`src/rtl/periph_fifo_drain_if.sv`:
```
// Handshake bundle between the FIFO drain engine, the async FIFO read side
// and the downstream byte sink.
interface periph_fifo_drain_if #(
  parameter int unsigned DATA_WIDTH = 32
);
  // FIFO read side
  logic                  periph_empty_i;
  logic                  periph_rd_en_o;
  logic [DATA_WIDTH-1:0] periph_rdata_i;
  logic                  periph_rvalid_i;

  // Serialized byte stream
  logic [7:0]            byte_data_o;
  logic                  byte_valid_o;
  logic                  byte_ready_i;
  logic                  byte_last_o;

  modport master (
    output periph_rd_en_o,
    output byte_data_o,
    output byte_valid_o,
    output byte_last_o,
    input  periph_empty_i,
    input  periph_rdata_i,
    input  periph_rvalid_i,
    input  byte_ready_i
  );

  modport slave (
    input  periph_rd_en_o,
    input  byte_data_o,
    input  byte_valid_o,
    input  byte_last_o,
    output periph_empty_i,
    output periph_rdata_i,
    output periph_rvalid_i,
    output byte_ready_i
  );
endinterface

```
`src/rtl/periph_fifo_drain.sv`:
```
// Pops words from the read side of an async FIFO, one at a time, and streams
// each word out LSB byte first over a valid/ready byte interface.
module periph_fifo_drain #(
  parameter int unsigned DATA_WIDTH  = 32,
  parameter int unsigned CNT_WIDTH   = 16,
  parameter int unsigned TIMEOUT_CYC = 15
) (
  input  logic                 clk_periph,
  input  logic                 periph_rst_i,
  input  logic                 enable_i,
  periph_fifo_drain_if.master  bus,
  output logic [CNT_WIDTH-1:0] words_drained_o,
  output logic                 busy_o,
  output logic                 rd_timeout_o
);

  localparam int unsigned NBYTES = DATA_WIDTH / 8;
  localparam int unsigned IDX_W  = (NBYTES > 1) ? $clog2(NBYTES) : 1;
  localparam int unsigned TMO_W  = $clog2(TIMEOUT_CYC + 2);

  typedef enum logic [1:0] {
    IDLE,
    REQ,
    WAIT,
    SEND
  } state_t;

  state_t                state_q, state_d;
  logic [DATA_WIDTH-1:0] word_q, word_d;
  logic [IDX_W-1:0]      idx_q, idx_d;
  logic [TMO_W-1:0]      tmo_q, tmo_d;
  logic [CNT_WIDTH-1:0]  cnt_d;
  logic                  timeout_d;
  logic                  can_pop_c;
  logic                  last_c;

  assign can_pop_c = enable_i && !bus.periph_empty_i;
  assign last_c    = (idx_q == IDX_W'(NBYTES - 1));

  // The word register shifts right as bytes leave, so the current byte is
  // always its low byte and comes straight from a flop.
  assign bus.byte_data_o = word_q[7:0];

  // Next-state and datapath update
  always_comb begin
    state_d   = state_q;
    word_d    = word_q;
    idx_d     = idx_q;
    tmo_d     = tmo_q;
    cnt_d     = words_drained_o;
    timeout_d = rd_timeout_o;

    unique case (state_q)
      IDLE: begin
        if (can_pop_c) begin
          state_d = REQ;
        end
      end

      REQ: begin
        tmo_d   = '0;
        state_d = WAIT;
      end

      WAIT: begin
        if (bus.periph_rvalid_i) begin
          word_d  = bus.periph_rdata_i;
          idx_d   = '0;
          state_d = SEND;
        end else if (tmo_q == TMO_W'(TIMEOUT_CYC)) begin
          timeout_d = 1'b1;
          state_d   = IDLE;
        end else begin
          tmo_d = tmo_q + 1'b1;
        end
      end

      SEND: begin
        if (bus.byte_ready_i) begin
          if (last_c) begin
            word_d  = '0;
            idx_d   = '0;
            cnt_d   = words_drained_o + 1'b1;
            state_d = can_pop_c ? REQ : IDLE;
          end else begin
            word_d = word_q >> 8;
            idx_d  = idx_q + 1'b1;
          end
        end
      end

      default: state_d = IDLE;
    endcase
  end

  // State, datapath and registered outputs, all decoded from next state
  always_ff @(posedge clk_periph) begin
    if (periph_rst_i) begin
      state_q          <= IDLE;
      word_q           <= '0;
      idx_q            <= '0;
      tmo_q            <= '0;
      words_drained_o  <= '0;
      rd_timeout_o     <= 1'b0;
      busy_o           <= 1'b0;
      bus.periph_rd_en_o <= 1'b0;
      bus.byte_valid_o <= 1'b0;
      bus.byte_last_o  <= 1'b0;
    end else begin
      state_q          <= state_d;
      word_q           <= word_d;
      idx_q            <= idx_d;
      tmo_q            <= tmo_d;
      words_drained_o  <= cnt_d;
      rd_timeout_o     <= timeout_d;
      busy_o           <= (state_d != IDLE);
      bus.periph_rd_en_o <= (state_d == REQ);
      bus.byte_valid_o <= (state_d == SEND);
      bus.byte_last_o  <= (state_d == SEND) && (idx_d == IDX_W'(NBYTES - 1));
    end
  end

endmodule

```
`src/flat_wrapper.sv`:
```
// flat-port wrapper written by rule: the top's interface ports become plain ports
module periph_fifo_drain_flat 
#(
  parameter int unsigned DATA_WIDTH  = 32,
  parameter int unsigned CNT_WIDTH   = 16,
  parameter int unsigned TIMEOUT_CYC = 15
)
  (clk_periph, periph_rst_i, enable_i, words_drained_o, busy_o, rd_timeout_o, bus_periph_rd_en_o, bus_byte_data_o, bus_byte_valid_o, bus_byte_last_o, bus_periph_empty_i, bus_periph_rdata_i, bus_periph_rvalid_i, bus_byte_ready_i);
  periph_fifo_drain_if #(.DATA_WIDTH(DATA_WIDTH)) bus_i ();
  input  logic clk_periph;
  input  logic periph_rst_i;
  input  logic enable_i;
  output logic [CNT_WIDTH-1:0] words_drained_o;
  output logic busy_o;
  output logic rd_timeout_o;
  output wire logic [$bits(bus_i.periph_rd_en_o)-1:0] bus_periph_rd_en_o;
  output wire logic [$bits(bus_i.byte_data_o)-1:0] bus_byte_data_o;
  output wire logic [$bits(bus_i.byte_valid_o)-1:0] bus_byte_valid_o;
  output wire logic [$bits(bus_i.byte_last_o)-1:0] bus_byte_last_o;
  input wire logic [$bits(bus_i.periph_empty_i)-1:0] bus_periph_empty_i;
  input wire logic [$bits(bus_i.periph_rdata_i)-1:0] bus_periph_rdata_i;
  input wire logic [$bits(bus_i.periph_rvalid_i)-1:0] bus_periph_rvalid_i;
  input wire logic [$bits(bus_i.byte_ready_i)-1:0] bus_byte_ready_i;
  assign bus_periph_rd_en_o = bus_i.periph_rd_en_o;
  assign bus_byte_data_o = bus_i.byte_data_o;
  assign bus_byte_valid_o = bus_i.byte_valid_o;
  assign bus_byte_last_o = bus_i.byte_last_o;
  assign bus_i.periph_empty_i = bus_periph_empty_i;
  assign bus_i.periph_rdata_i = bus_periph_rdata_i;
  assign bus_i.periph_rvalid_i = bus_periph_rvalid_i;
  assign bus_i.byte_ready_i = bus_byte_ready_i;
  periph_fifo_drain #(.DATA_WIDTH(DATA_WIDTH), .CNT_WIDTH(CNT_WIDTH), .TIMEOUT_CYC(TIMEOUT_CYC)) u_core (.clk_periph(clk_periph), .periph_rst_i(periph_rst_i), .enable_i(enable_i), .bus(bus_i), .words_drained_o(words_drained_o), .busy_o(busy_o), .rd_timeout_o(rd_timeout_o));
endmodule
```
`config.mk`:
```
export PLATFORM = sky130hd
export DESIGN_NAME = periph_fifo_drain_flat
export DESIGN_NICKNAME = d
export VERILOG_FILES = /design/src/rtl/periph_fifo_drain_if.sv /design/src/rtl/periph_fifo_drain.sv /design/src/flat_wrapper.sv
export SDC_FILE = /design/constraint.sdc
export NUM_CORES = 1
export LEC_CHECK = 0
export BUFFER_PORTS_ARGS = -buffer_cell sky130_fd_sc_hd__buf_2
export CAP_MARGIN = 30
export CORE_MARGIN = 1.5
export CORE_UTILIZATION = 30
export DETAILED_ROUTE_END_ITERATION = 7
export SETUP_SLACK_MARGIN = 0.3
export SLEW_MARGIN = 40
export SYNTH_ARGS = -nofsm -noshare
export SYNTH_HDL_FRONTEND = slang
export SYNTH_SLANG_ARGS = --single-unit
```
`constraint.sdc`:
```
create_clock -name clk_periph -period 2.5 [get_ports clk_periph]
set_clock_uncertainty 0.2 [all_clocks]
set_input_delay 0.375 -clock clk_periph [delete_from_list [all_inputs] [get_ports clk_periph]]
set_output_delay 0.375 -clock clk_periph [all_outputs]
set_load 0.005 [all_outputs]
```
==> results.tsv <==
stage	metric	value	unit
status	status	completed	
setup_path	r2r-start	u_core.tmo_q[0]	
final_layout	area_growth	22.07	%
grt	grt-ovfl-total	0	
final_layout	final_area	0.003475	sq mm
floorplanning	num_io_pins	67	
setup_path	arrival	2110	ps
route	dr.first_iter.drc_count	106	
setup_path	endpoint_kind	flop	
floorplanning	core_area	0.009240	sq mm
route	num_vias	2450	
clock_network	cts_buffers	9	
power	finalPower	0.002400	W
logic_synthesis	ys_ff_latch	62	
grt	track_usage	13.96	%
grt	antenna_found_initial	1	
setup_path	crit_required	2560	ps
setup_path	r2r_cells	7	
final_layout	diodes	0	
grt	grt_max_degree	50	
clock_network	cts_max_level	3	
worst_hold_path	hold_path_class	in2reg	
final_layout	nets	414	
final_layout	layout-drive-gt1-share	25.99	%
clock_network	root_buffer	clkbuf_8	
setup_path	cp-start-kind	flop	
placed_design	hpwlAfterDp	4435	microns
sta	slew_viol_final	0	
route	wl	6645	microns
sta	fin_setup_tns	0	ps
sta	max_freq	0.4876	GHz
final_layout	n_fill_cell	973	
sta	finalCriticalPeriod	2051	ps
logic_synthesis	netlist.area_leader.share	43.60	%
logic_synthesis	synth_nets	364	
flow_run	cap_violations	0	
power	p_leak	1.302	nW
placed_design	placed_area	0.003203	sq mm
route	ant_nets	0	
logic_synthesis	synth_sequential_area_ratio	43.60	%
logic_synthesis	synth_top_area_cell	dfxtp_1	
floorplanning	dieWidth	100.4	microns
route	post-route-drc-count	0	
logic_synthesis	avgSynthCellArea	8.840	sq um
sta	max-slew-margin-rel	69.45	%
setup_path	critPathCapture	u_core.tmo_q[3]	
logic_synthesis	synth_edf_count	0	
clock_network	cts_tree	done	
logic_synthesis	yosys.cell_count.top_type	dfxtp_1	
floorplanning	die_area	0.01008	sq mm
setup_path	reg2reg_slack	450	ps
clock_network	insertion_delay	330	ps
placed_design	routabilityCongestion	0.7990	
setup_path	criticalPathCategory	reg2reg	
power	peakVddDrop	0.2961	mV
placed_design	numPortBuffers	66	
floorplanning	die_y	100.4	microns
logic_synthesis	synthTopCellsByArea	dfxtp_1 44%, nor3b_1 6.9%, nor2_1 6.7%, a211oi_1 6.6%, nor3_1 5.6%	
setup_path	path_max_fanout	6	
logic_synthesis	ys.flop_type	dfxtp_1	
sta	hold_viol	0	
floorplanning	rows	35	
sta	worst_pin_slew	458.2	ps
grt	grt_pass1_vias	2295	
final_layout	instances_no_fill	506	
sta	setup_viol	0	
sta	post-route-period-util	82.03	%
placed_design	place_inst	490	
setup_path	startpoint	u_core.tmo_q[0]	
logic_synthesis	ys_async_sr_fraction	0	%
sta	rsz0062_at_grt	no	
floorplanning	start_util	30.81	%
logic_synthesis	syn-cell-area	0.002846	sq mm
logic_synthesis	synthCells	322	
clock_network	clock-sinks	62	
route	dr.pass1.iters	5	
route	post_drt_wl_per_cell	13.13	microns
clock_network	clk_path_buf_depth	2	
setup_path	r2r_end	u_core.tmo_q[3]	
logic_synthesis	ys_warn_count	0	
power	power_density	690.7	mW/mm^2
logic_synthesis	synth.distinct_cells	39	
sta	whs	100.8	ps
grt	grt_pass1_wl	11160	microns
clock_network	path_clk_slew	70	ps
logic_synthesis	synth_common_cells	62 x dfxtp_1, 51 x nor2_1, 32 x nor3_1	
route	vias_per_cell	4.842	
cell type report:
class                   count  area [sq um]  area share [%]
multi-input cells         224          1415           40.73
repair buffers             72         375.4           10.80
well taps                 129         161.4           4.645
inverters                   3         11.26          0.3241
clock buffers              10         137.6           3.961
flip-flops and latches     62          1241           35.72
clock inverters             6         132.6           3.817
cells by family (layout without fill, tap and decap cells):
group                      Yosys count  after routing  share of synthesized area, %
DFF                                 62             62                         43.60
buffers and inverters               36             91                         6.813
adders and majority gates            4              4                         1.758
muxes                                4              4                         1.451
AOI/OAI and AO/OA                   53             53                         12.88
xor gates and xnor gates            12             12                         3.692
and+or+nand+nor                    151            151                         29.80
worst min-delay path by stage:
| stage | from | depth (start not counted) | endpoint | slack (ps) |
|---|---|---|---|---|
| 5_1_grt | bus_periph_rdata_i[31] | 3 | u_core.word_q[31] | 90 |
| 6_report | bus_periph_rdata_i[27] | 3 | u_core.word_q[27] | 100 |
| 3_3_place_gp | u_core.tmo_q[4] | 2 | u_core.tmo_q[4] | 280 |
| 2_1_floorplan | u_core.tmo_q[4] | 2 | u_core.tmo_q[4] | 250 |
| 4_1_cts | bus_periph_rdata_i[27] | 3 | u_core.word_q[27] | 80 |
| 3_5_place_dp | u_core.tmo_q[4] | 2 | u_core.tmo_q[4] | 270 |
power breakdown:
| group | switching, W | leakage (nW) | internal (W) | total, W |
|---|---|---|---|---|
| clock | 0.000400 | 0.132 | 0.000789 | 0.00119 |
| sequential | 0.0000226 | 0.502 | 0.00102 | 0.00105 |
| combinational | 0.0000891 | 0.668 | 0.0000771 | 0.000166 |
layer usage:
metal | vias to the layer above | GRT usage [%] | share of wire (%)
li1 | 1242 | - | -
met1 | 1127 | 17.22 | 47
met2 | 69 | 22.71 | 46
met3 | 10 | 5.571 | 5.8
met4 | 2 | 3.575 | 1.1
met5 | - | 0 | 0.20
cell usage in the layout (no fill, tap or decap), types with 2 or more instances in the layout:
master,n
and4_1,2
nand3_1,5
a22oi_1,9
buf_2,66
and2_1,2
buf_4,6
nor3b_1,26
o21ai_0,2
xnor2_1,7
bufinv_16,4
inv_1,3
a31o_2,2
nand4_1,6
nand2_1,9
dfxtp_1,62
nor3_1,32
nand4b_1,2
mux2i_1,3
a211oi_1,25
xor2_1,5
a21oi_1,10
nand2b_1,2
ha_1,4
o21ai_1,2
and3_1,2
nor2b_1,4
nor2_1,51
clkbuf_8,10
worst max-delay path, cell delays in order (launching register included):
cell and delay, ps:
dfxtp_1 340, ha_1 210, and3_1 190, ha_1 230, nor4b_4 350, o2111ai_1 180
xor2_1 170, nor3_1 120
per-stage QoR:
| step | setup slack, ps | util, % |
|---|---|---|
| 6_report | 449.2 | 37.60 |
| 5_1_grt | 305.2 | 37.60 |
| 4_1_cts | 414.4 | 37.59 |
| 3_5_place_dp | 414.5 | 34.66 |
| 3_3_place_gp | 540.4 | 34.66 |
| 2_1_floorplan | 618.7 | - |
repair_timing:
| action | 4_1_cts | 5_1_grt |
|---|---|---|
| resized for setup | 0 | 1 |
| buffers inserted | 0 | 0 |
| setup endpoints to repair | 0 | 2 |
| hold buffers | 0 | 0 |
state kept, by name, indices dropped and copies added, names as in the netlist:
| name | count |
|---|---|
| u_core.bus.byte_last_o | 1 |
| u_core.bus.byte_valid_o | 1 |
| u_core.bus.periph_rd_en_o | 1 |
| u_core.busy_o | 1 |
| u_core.idx_q | 2 |
| u_core.rd_timeout_o | 1 |
| u_core.state_q | 2 |
| u_core.tmo_q | 5 |
| u_core.word_q | 32 |
| u_core.words_drained_o | 16 |
Note: power is estimated with default switching activity, not from simulation.
